--- config.mk ---
export PLATFORM = sky130hd
export DESIGN_NAME = lcd_char_ctrl
export DESIGN_NICKNAME = d
export VERILOG_FILES = /design/src/rtl/lcd_pkg.sv /design/src/rtl/lcd_byte_tx.sv /design/src/rtl/lcd_char_ctrl.sv
export SDC_FILE = /design/constraint.sdc
export NUM_CORES = 1
export LEC_CHECK = 0
export ABC_AREA = 1
export ABC_CLOCK_PERIOD_IN_PS = 2400
export CORE_MARGIN = 2
export CORE_UTILIZATION = 62
export DETAILED_ROUTE_END_ITERATION = 12
export MAX_ROUTING_LAYER = met4
export PLACE_DENSITY = 0.89
export SYNTH_ARGS = -nofsm -noshare
export SYNTH_HDL_FRONTEND = slang
export SYNTH_SLANG_ARGS = --single-unit
--- constraint.sdc ---
create_clock -name clk -period 2.4 [get_ports clk]
set_input_delay 0.24 -clock clk [delete_from_list [all_inputs] [get_ports clk]]
set_output_delay 0.24 -clock clk [all_outputs]
set_load 0.02 [all_outputs]
--- src/rtl/lcd_pkg.sv ---
// Shared state encoding, HD44780 command bytes and helpers for the character-LCD controller.
package lcd_pkg;

    typedef enum logic [2:0] {
        PWRUP   = 3'd0,
        INIT    = 3'd1,
        CLRWAIT = 3'd2,
        IDLE    = 3'd3,
        ROWADDR = 3'd4,
        CHARS   = 3'd5
    } lcd_state_e;

    localparam logic [7:0] FUNC_SET   = 8'h38;
    localparam logic [7:0] DISP_ON    = 8'h0C;
    localparam logic [7:0] ENTRY_MODE = 8'h06;
    localparam logic [7:0] CLEAR      = 8'h01;
    localparam logic [7:0] SET_DDRAM  = 8'h80;

    // Byte transmitter phase codes; IDLE means no transfer in flight.
    localparam logic [1:0] PH_IDLE   = 2'd0;
    localparam logic [1:0] PH_SETUP  = 2'd1;
    localparam logic [1:0] PH_ENABLE = 2'd2;
    localparam logic [1:0] PH_HOLD   = 2'd3;

    function automatic logic [7:0] row_base(input logic [1:0] r);
        case (r)
            2'd0:    return 8'h00;
            2'd1:    return 8'h40;
            2'd2:    return 8'h14;
            default: return 8'h54;
        endcase
    endfunction

    function automatic logic [7:0] init_cmd(input logic [1:0] idx);
        case (idx)
            2'd0:    return FUNC_SET;
            2'd1:    return DISP_ON;
            2'd2:    return ENTRY_MODE;
            default: return CLEAR;
        endcase
    endfunction

endpackage

--- src/rtl/lcd_byte_tx.sv ---
// Drives one byte onto the panel bus: setup, enable-high and hold phases of CLK_DIV cycles each.
module lcd_byte_tx
    import lcd_pkg::*;
#(
    parameter int CLK_DIV = 2
) (
    input  logic       clk,
    input  logic       rst,
    input  logic       start_i,
    input  logic       rs_i,
    input  logic [7:0] data_i,
    output logic       lcd_en_o,
    output logic       lcd_rs_o,
    output logic [7:0] lcd_db_o,
    output logic       done_o,
    output logic [1:0] phase_o
);
    localparam int DIV_W = (CLK_DIV > 1) ? $clog2(CLK_DIV) : 1;
    localparam logic [DIV_W-1:0] DIV_LAST = DIV_W'(CLK_DIV - 1);

    logic [1:0]       phase_q, phase_d;
    logic [DIV_W-1:0] div_q, div_d;
    logic             en_q, en_d;
    logic             rs_q, rs_d;
    logic [7:0]       db_q, db_d;
    logic             div_end;

    assign div_end = (div_q == DIV_LAST);

    // A start on the last hold cycle chains the next byte with no gap.
    always_comb begin
        phase_d = phase_q;
        div_d   = div_q;
        en_d    = en_q;
        rs_d    = rs_q;
        db_d    = db_q;
        if (start_i) begin
            phase_d = PH_SETUP;
            div_d   = '0;
            en_d    = 1'b0;
            rs_d    = rs_i;
            db_d    = data_i;
        end else if (phase_q != PH_IDLE) begin
            if (div_end) begin
                div_d = '0;
                case (phase_q)
                    PH_SETUP: begin
                        phase_d = PH_ENABLE;
                        en_d    = 1'b1;
                    end
                    PH_ENABLE: begin
                        phase_d = PH_HOLD;
                        en_d    = 1'b0;
                    end
                    default: phase_d = PH_IDLE;
                endcase
            end else begin
                div_d = div_q + 1'b1;
            end
        end
    end

    always_ff @(posedge clk) begin
        if (rst) begin
            phase_q <= PH_IDLE;
            div_q   <= '0;
            en_q    <= 1'b0;
            rs_q    <= 1'b0;
            db_q    <= 8'h00;
        end else begin
            phase_q <= phase_d;
            div_q   <= div_d;
            en_q    <= en_d;
            rs_q    <= rs_d;
            db_q    <= db_d;
        end
    end

    assign done_o   = (phase_q == PH_HOLD) && div_end;
    assign phase_o  = phase_q;
    assign lcd_en_o = en_q;
    assign lcd_rs_o = rs_q;
    assign lcd_db_o = db_q;

endmodule

--- src/rtl/lcd_char_ctrl.sv ---
// HD44780 character-LCD controller: power-up/init sequence, then refresh passes
// from a host-writable NUM_ROWS x NUM_COLS character buffer.
module lcd_char_ctrl
    import lcd_pkg::*;
#(
    parameter int NUM_COLS     = 16,
    parameter int NUM_ROWS     = 2,
    parameter int CLK_DIV      = 2,
    parameter int INIT_WAIT    = 100,
    parameter int CLEAR_WAIT   = 20,
    parameter int AUTO_REFRESH = 0,
    localparam int TOTAL       = NUM_ROWS * NUM_COLS,
    localparam int ADDR_W      = (TOTAL > 1) ? $clog2(TOTAL) : 1
) (
    input  logic              clk,
    input  logic              rst,
    input  logic              wr_en,
    input  logic [ADDR_W-1:0] wr_addr,
    input  logic [7:0]        wr_data,
    input  logic              refresh_req,
    output logic              busy,
    output logic              lcd_en,
    output logic              lcd_rs,
    output logic              lcd_rw,
    output logic [7:0]        lcd_db,
    output logic              lcd_rst
);
    localparam int WAIT_MAX = (INIT_WAIT > CLEAR_WAIT) ? INIT_WAIT : CLEAR_WAIT;
    localparam int WAIT_W   = (WAIT_MAX > 1) ? $clog2(WAIT_MAX) : 1;
    localparam int COL_W    = (NUM_COLS > 1) ? $clog2(NUM_COLS) : 1;
    localparam int ROW_W    = (NUM_ROWS > 1) ? $clog2(NUM_ROWS) : 1;

    localparam logic [COL_W-1:0] COL_LAST = COL_W'(NUM_COLS - 1);
    localparam logic [ROW_W-1:0] ROW_LAST = ROW_W'(NUM_ROWS - 1);

    localparam logic [2:0] S_PWRUP   = PWRUP;
    localparam logic [2:0] S_INIT    = INIT;
    localparam logic [2:0] S_CLRWAIT = CLRWAIT;
    localparam logic [2:0] S_IDLE    = IDLE;
    localparam logic [2:0] S_ROWADDR = ROWADDR;
    localparam logic [2:0] S_CHARS   = CHARS;

    logic [2:0]        state_q, state_d;
    logic [WAIT_W-1:0] wait_q, wait_d;
    logic [1:0]        cmd_q, cmd_d;
    logic [ROW_W-1:0]  row_q, row_d;
    logic [COL_W-1:0]  col_q, col_d;
    logic              pend_q, pend_d;
    logic              busy_q;
    logic [7:0]        chr_q [TOTAL];

    logic              tx_start, tx_rs, tx_done;
    logic [7:0]        tx_data;
    logic [1:0]        tx_phase;
    logic              pass_go;

    function automatic logic [ADDR_W-1:0] char_idx(input logic [ROW_W-1:0] r,
                                                   input logic [COL_W-1:0] c);
        return ADDR_W'(int'(r) * NUM_COLS + int'(c));
    endfunction

    // Every byte is launched on the cycle the previous one reports done, so
    // characters are read from the buffer at the moment their setup begins.
    always_comb begin
        state_d  = state_q;
        wait_d   = wait_q;
        cmd_d    = cmd_q;
        row_d    = row_q;
        col_d    = col_q;
        tx_start = 1'b0;
        tx_rs    = 1'b0;
        tx_data  = 8'h00;
        pass_go  = 1'b0;
        case (state_q)
            S_PWRUP: begin
                if (wait_q == WAIT_W'(INIT_WAIT - 1)) begin
                    state_d  = S_INIT;
                    cmd_d    = 2'd0;
                    tx_start = 1'b1;
                    tx_data  = init_cmd(2'd0);
                end else begin
                    wait_d = wait_q + 1'b1;
                end
            end
            S_INIT: begin
                if (tx_done) begin
                    if (cmd_q == 2'd3) begin
                        state_d = S_CLRWAIT;
                        wait_d  = '0;
                    end else begin
                        cmd_d    = cmd_q + 2'd1;
                        tx_start = 1'b1;
                        tx_data  = init_cmd(cmd_q + 2'd1);
                    end
                end
            end
            S_CLRWAIT: begin
                if (wait_q == WAIT_W'(CLEAR_WAIT - 1)) state_d = S_IDLE;
                else                                    wait_d  = wait_q + 1'b1;
            end
            S_IDLE: begin
                if ((pend_q || refresh_req || AUTO_REFRESH != 0) && tx_phase == PH_IDLE) begin
                    pass_go  = 1'b1;
                    row_d    = '0;
                    state_d  = S_ROWADDR;
                    tx_start = 1'b1;
                    tx_data  = SET_DDRAM | row_base(2'd0);
                end
            end
            S_ROWADDR: begin
                if (tx_done) begin
                    col_d    = '0;
                    state_d  = S_CHARS;
                    tx_start = 1'b1;
                    tx_rs    = 1'b1;
                    tx_data  = chr_q[char_idx(row_q, '0)];
                end
            end
            S_CHARS: begin
                if (tx_done) begin
                    if (col_q != COL_LAST) begin
                        col_d    = col_q + 1'b1;
                        tx_start = 1'b1;
                        tx_rs    = 1'b1;
                        tx_data  = chr_q[char_idx(row_q, col_q + 1'b1)];
                    end else if (row_q != ROW_LAST) begin
                        row_d    = row_q + 1'b1;
                        state_d  = S_ROWADDR;
                        tx_start = 1'b1;
                        tx_data  = SET_DDRAM | row_base(2'(row_q + 1'b1));
                    end else if (AUTO_REFRESH != 0) begin
                        pass_go  = 1'b1;
                        row_d    = '0;
                        state_d  = S_ROWADDR;
                        tx_start = 1'b1;
                        tx_data  = SET_DDRAM | row_base(2'd0);
                    end else begin
                        state_d = S_IDLE;
                    end
                end
            end
            default: state_d = S_PWRUP;
        endcase
    end

    // Requests arriving while busy collapse into a single follow-up pass.
    always_comb begin
        pend_d = pend_q;
        if (refresh_req && state_q != S_IDLE) pend_d = 1'b1;
        else if (pass_go)                     pend_d = 1'b0;
    end

    always_ff @(posedge clk) begin
        if (rst) begin
            state_q <= S_PWRUP;
            wait_q  <= '0;
            cmd_q   <= 2'd0;
            row_q   <= '0;
            col_q   <= '0;
            pend_q  <= 1'b0;
            busy_q  <= 1'b1;
        end else begin
            state_q <= state_d;
            wait_q  <= wait_d;
            cmd_q   <= cmd_d;
            row_q   <= row_d;
            col_q   <= col_d;
            pend_q  <= pend_d;
            busy_q  <= (state_d != S_IDLE);
        end
    end

    always_ff @(posedge clk) begin
        if (rst) begin
            for (int i = 0; i < TOTAL; i++) chr_q[i] <= 8'h20;
        end else if (wr_en && (32'(wr_addr) < TOTAL)) begin
            chr_q[wr_addr] <= wr_data;
        end
    end

    lcd_byte_tx #(.CLK_DIV(CLK_DIV)) u_tx (
        .clk      (clk),
        .rst      (rst),
        .start_i  (tx_start),
        .rs_i     (tx_rs),
        .data_i   (tx_data),
        .lcd_en_o (lcd_en),
        .lcd_rs_o (lcd_rs),
        .lcd_db_o (lcd_db),
        .done_o   (tx_done),
        .phase_o  (tx_phase)
    );

    assign busy    = busy_q;
    assign lcd_rw  = 1'b0;
    assign lcd_rst = ~rst;

endmodule

### Yosys cells after proc, flatten, opt, wreduce, memory -nomap -nowiden

Memories as Yosys holds them, arrays and structs flattened. A register that Yosys moved wholly into a read port is not among the register bits.
Cells that the tools add are included.
Widths: inputs -> output; s select.

| cells by class | value |
|---|---|
| add/sub/neg operators | 7 |
| eq/ne operators | 29 |
| muxes and demuxes | 70 |
| bitwise gates (word level) | 1 |
| reductions and logical operators | 26 |

Operators with widths:

| cell | count |
|---|---|
| $mux 8 | 6 |
| $pmux 7 s3 | 2 |
| $pmux 8 s5 | 1 |
| $mux 7 | 4 |
| $mux 1 | 27 |
| $mux 3 | 9 |
| $ne 2x2->1 const B | 11 |
| $mux 6 | 3 |
| $pmux 3 s6 | 1 |
| $pmux 6 s3 | 1 |
| $reduce_bool 2->1 | 8 |
| $mux 5 | 3 |
| $mux 4 | 3 |
| $reduce_and 4->1 | 3 |
| $eq 2x2->1 const B | 5 |
| $pmux 2 s2 | 2 |
| $pmux 4 s2 | 1 |
| $reduce_or 8->1 | 1 |
| $add 7x1->7 const B | 1 |
| $eq 7x5->1 const B | 1 |
| $eq 7x7->1 const B | 1 |
| $eq 2x1->1 const B | 3 |
| $eq 3x2->1 const B | 2 |
| $eq 3x3->1 const B | 2 |
| other kinds (21) | 32 |

| storage, ports and cells | value |
|---|---|
| register bits after elaboration | 32 |
| memory bits (writable) | 256 |
| input bits | 17 |
| output and inout port bits | 13 |
| word-level logic and storage cells | 147 |
| memories kept | 1 |

Memory list:

| memory | words | bits a word | rd ports | clocked after Yosys merged registers in | write ports | RTL line | text |
|---|---|---|---|---|---|---|---|
| chr_q | 32 | 8 | 2 | 1 | 32 | lcd_char_ctrl.sv:50 | `logic [7:0] chr_q [TOTAL];` |

### Logic depth before layout (Yosys ltp)

| depth | value |
|---|---|
| depth in word-level cells | 7 |
| depth in mapped cells | 13 |

### Modules after synthesis

Synthesis repeated with hierarchy kept, for this count alone.

| unflattened totals | value |
|---|---|
| cells, all modules | 1,554 |
| area, all modules | 13,868.3 µm² |

By module, submodules not included:

| module | times used | cells each | area an instance (µm²) |
|---|---|---|---|
| lcd_char_ctrl | 1 | 1,487 | 13,320.3 |
| lcd_byte_tx | 1 | 67 | 548.0 |

### Worst setup path before layout

OpenSTA, ideal clock, no wires.

| path | value |
|---|---|
| path type | register to register |
| from | register col_q[0] |
| to | register u_tx.db_q[4] (netlist: u_tx.lcd_db_o[4]) |
| library setup time | 119 ps |
| arrival | 1,629 ps |
| required time | 2,281 ps |
| slack | 651 ps |
| stages on the path, launching flop included | 13 |
| period minus slack after synthesis | 1,749 ps |
| cells stage by stage | dfxtp_1 ha_1 buf_2 inv_1 buf_2 buf_2 nand3_1 nand3_1 nand2_1 nand2_1 nand3_1 nand3_1 a21oi_1 |

| on the way | value |
|---|---|
| longest elaborated chain between the ends | 6 |

Ends and longest elaborated chain:

| item | RTL line | text |
|---|---|---|
| start: declaration | lcd_char_ctrl.sv:47 | `logic [COL_W-1:0] col_q, col_d;` |
| start signal: assignment | lcd_char_ctrl.sv:167 | `col_q <= col_d;` |
| $add 4x1->4 | lcd_char_ctrl.sv:125 | `tx_data = chr_q[char_idx(row_q, col_q + 1'b1)];` |
| $add 5x4->5 | lcd_char_ctrl.sv:59 | `return ADDR_W'(int'(r) * NUM_COLS + int'(c));` |
| $mem_v2 32x8 | n/a |  |
| $mux 8 | lcd_char_ctrl.sv:121 | `if (col_q != COL_LAST) begin` |
| $mux 8 | lcd_char_ctrl.sv:120 | `if (tx_done) begin` |
| $pmux 8 s5 | lcd_char_ctrl.sv:74 | `case (state_q)` |
| end signal: assignment | lcd_byte_tx.sv:69 | `db_q <= 8'h00;` |
| end signal: assignment | lcd_byte_tx.sv:75 | `db_q <= db_d;` |
| end: declaration | lcd_byte_tx.sv:25 | `logic [7:0] db_q, db_d;` |

Parallel ways exist; a longest one is shown, timed or not.
A chain may end at the register's enable or synchronous reset.

### Worst setup path in the final report

| path | value |
|---|---|
| from | register u_tx.phase_q[1] (netlist: u_tx.phase_o[1]) |
| to | register u_tx.div_q (netlist: u_tx.div_end) |

| on the way | value |
|---|---|
| longest elaborated chain between the ends | 5 |

Ends and longest elaborated chain:

| item | RTL line | text |
|---|---|---|
| start: declaration | lcd_byte_tx.sv:21 | `logic [1:0] phase_q, phase_d;` |
| start signal: assignment | lcd_byte_tx.sv:71 | `phase_q <= phase_d;` |
| $eq 2x2->1 or $logic_not 2->1 (tied branches) | lcd_byte_tx.sv:79, lcd_char_ctrl.sv:102 |  |
| $logic_and 1x1->1, on equally long branches | lcd_byte_tx.sv:79, lcd_char_ctrl.sv:102 |  |
| $mux 1, on equally long branches | n/a |  |
| $pmux 1 s5 | lcd_char_ctrl.sv:74 |  |
| $reduce_or 2->1 (no source line) | n/a |  |
| end signal: assignment | lcd_byte_tx.sv:72 | `div_q <= div_d;` |
| end: declaration | lcd_byte_tx.sv:22 | `logic [DIV_W-1:0] div_q, div_d;` |

Parallel ways exist; a longest one is shown, timed or not.

==> impl_metrics.csv <==
group,metric,value,unit
worst_setup_path,critical_path.most_common_cell,"nand2_1",
floorplan,number_of_standard_cell_rows_in_the_floorplan,54,
sta,final-hold-violation-count,0,
clock_tree,number_of_cells_upsized_or_downsized_after_cts,0,
logic_synthesis,yosys_warnings,0,
final_layout,fin_nets,1610,
worst_setup_path,slowest_cp_cell,"dfxtp_1",
floorplan,coreArea,21800,µm²
route,drtAntennaViolNets,0,
sta,finalSetupViolations,0,
logic_synthesis,netlist_top_cells_count,"nor2_1 (424), nand2_1 (273), edfxtp_1 (256)",
global_routing,grt_start_max_net_pins,74,
route,drc_errors,0,
worst_setup_path,crit_path_max_fanout,17,
sta,max_freq,453,MHz
placement,io_buffers,28,
global_routing,first_global_vias,10900,
logic_synthesis,cells_after_synthesis,1554,
sta,fin_tns_setup,0,ps
route,via_count,11300,
floorplan,initial_utilization,0.633,
global_routing,antenna_found_initial,0,
logic_synthesis,synth-seq-area-share,0.605,
floorplan,die_area,23500,µm²
clock_tree,cts_max_path_buffers,3,
global_routing,grt_pass1_wl,56700,µm
logic_synthesis,synthesis.nets,1582,
logic_synthesis,synthDistinctLibCells,34,
clock_tree,total_cts_buffers,28,
placement,place_ws,40.0,ps
floorplan,design.portCount,30,
sta,setup_slack,193,ps
logic_synthesis,synth-seq-cells,289,
floorplan,fp.dieH,153,µm
pwr,vdd_drop_max,0.000662,V
clock_tree,worstSkewPairLatency,550,ps
route,drt_pre_antenna_iters,7,
run_status,outcome,"finished, final reports clean",
worst_setup_path,worst_setup_path_end_kind,"flop",
global_routing,globalRouteTotalUtil,0.319,
sta,final_max_slew_viol_count,0,
clock_tree,cts_max_level,1,
route,drt-vias-per-instance,6.02,
logic_synthesis,avgSynthCellArea,8.88,µm²
logic_synthesis,mappedNetlistArea,13800,µm²
logic_synthesis,post-synth-top-area-fraction,0.557,
final_layout,flow.area_growth_from_synthesis,11.8,%
final_layout,final_layout_size_suffix_gt1_frac,0.0667,
sta,worst_slew_margin_rel,0.626,
placement,gp_congestion,0.953,
clock_tree,clkTransAtPathRegs,60,ps
pwr,static-leakage-power,6.06,nW
clock_tree,clock_tree_from_tritoncts,"built",
clock_tree,cts_sink_count,289,
logic_synthesis,yosys-top-cells-area,"edfxtp_1 (56%), nor2_1 (12%), nand2_1 (7.4%)",
placement,dp_hpwl,22500,µm
worst_setup_path,cp-start-kind,"flop",
global_routing,grt-ovfl-total,0,
route,wl,36400,µm
sta,rsz0062_at_grt,"false",
worst_setup_path,type_of_the_worst_setup_path,"flop to flop",
worst_setup_path,cp_cell_sequence,"ha_1 > nand2_1 > inv_1 > nand3_1 > nand4_4 > inv_2 > nand2_1 > nor3b_1",
sta,tightest_slew,560,ps
route,dr.first_iter.drc_count,1653,
floorplan,floorplan.die.width,153,µm
clock_tree,postCtsHoldBufs,0,
sta,period_share,0.919,
worst_setup_path,critical-path-max-stage-delay,360,ps
sta,final_period_minus_worst_setup_slack,2210,ps
pwr,power_density,689,nW/µm²
final_layout,number_of_inserted_diodes,0,
logic_synthesis,async_reset_ff_frac,0,
logic_synthesis,synthDominantAreaCellType,"edfxtp_1",
worst_setup_path,cp.required,2840,ps
sta,timing.clock.skew,12.4,ps
clock_tree,cts_root_buffer,"clkbuf_16",
clock_tree,cts_post_setup_buffers_inserted,0,
logic_synthesis,yosysMostFrequentCell,"nor2_1",
logic_synthesis,number_of_enable_flip_flop_cells_after_synthesis,256,
flow_run,maxCapViolCount,0,
route,routed_wire_length_per_instance,19.4,µm
final_layout,fill_cell_count,1472,
logic_synthesis,synthFlopType,"edfxtp_1",
worst_hold_path,worst_hold_path_type,"input pin to flop",
worst_setup_path,cp.arrival,2650,ps
==> state kept, by name, summed over array words and instances, names as in the netlist, 2 cells and up, named ones only <==
register / cells
chr_q: 256
u_tx.lcd_db_o: 8
col_q: 4
cmd_q: 2
u_tx.phase_o: 2
state_q: 3
wait_q: 7
==> path summary, 6_finish.rpt <==
path | from | slack [ps] | cells after the start | to
worst max-delay path | u_tx.phase_o[1] | 190 | 8 | u_tx.div_end
worst min-delay path | refresh_req | 370 | 3 | pend_q
worst max register to register | u_tx.phase_o[1] | 190 | 8 | u_tx.div_end
worst min register to register | u_tx.lcd_rs_o | 480 | 2 | u_tx.lcd_rs_o
==> metrics by stage <==
step / power, W / hold WS [ps] / util / area [µm²] / std cells
global route: 0.0109 / 417 / 0.707 / 15400 / 1883
detailed placement: 0.00649 / 457 / 0.667 / 14600 / 1832
finish: 0.0106 / 372 / 0.707 / 15400 / 1883
global placement: 0.00645 / 457 / 0.667 / 14600 / 1832
floorplan: 0.00624 / 318 / - / 13800 / 1554
CTS: 0.0106 / 369 / 0.707 / 15400 / 1883
==> power by group <==
| part | internal, W | total [W] | switching (W) |
|---|---|---|---|
| combinational | 0.000155 | 0.000593 | 0.000438 |
| clock | 0.00243 | 0.00422 | 0.00180 |
| sequential | 0.00572 | 0.00581 | 0.0000967 |
| total | 0.00830 | 0.0106 | 0.00233 |
==> kinds of logic (layout without fill, tap and decap cells) <==
family                   count (synthesis)  after routing  synth area share
other                                    1              1          0.000272
buffers and inverters                  217            266            0.0633
AO/OA/AOI/OAI                          142            142            0.0539
flip-flops                             289            289             0.605
AND/OR/NAND/NOR                        886            886             0.262
adder cells (fa/ha/maj)                 11             11           0.00997
XOR/XNOR                                 8              8           0.00616
==> layout make-up <==
type | instances | area, µm² | share of cell area
multi-input cells | 1048 | 4590 | 0.298
clock buffers | 42 | 815 | 0.0528
clock inverters | 9 | 61.3 | 0.00397
well taps | 280 | 350 | 0.0227
repair buffers | 82 | 761 | 0.0493
flip-flops and latches | 289 | 8350 | 0.541
inverters | 133 | 499 | 0.0323
==> worst max-delay path, delay by kind of cell, from the launching register on <==
family	cells	cell delay, ps
adder cells (fa/ha/maj)	1	210
buffers and inverters	2	320
flip-flops	1	360
AND/OR/NAND/NOR	5	1210
==> per-layer routing <==
| layer | GRT usage | wire [µm] | vias up |
|---|---|---|---|
| li1 | - | - | 5145 |
| met3 | 0.0482 | 4350 | 213 |
| met1 | 0.381 | 12000 | 5102 |
| met5 | - | 0 | - |
| met4 | 0.171 | 2330 | 0 |
| met2 | 0.527 | 17800 | 880 |
==> cell usage in the layout, fill, tap and decap left out, drive strengths merged <==
| master | n |
|---|---|
| a211oi | 3 |
| edfxtp | 256 |
| ha | 11 |
| o21ai | 96 |
| clkinv | 9 |
| o22ai | 1 |
| nand3b | 1 |
| clkbuf | 42 |
| xor2 | 6 |
| a21oi | 32 |
| buf | 54 |
| conb | 1 |
| nand3 | 162 |
| clkdlybuf4s50 | 28 |
| xnor2 | 2 |
| dfxtp | 33 |
| nand4 | 3 |
| nor2 | 426 |
| inv | 132 |
| nor3 | 17 |
| nor3b | 2 |
| nand2 | 275 |
| bufinv | 1 |
| o211ai | 9 |
| a22oi | 1 |
(Power assumes the default switching activity.)
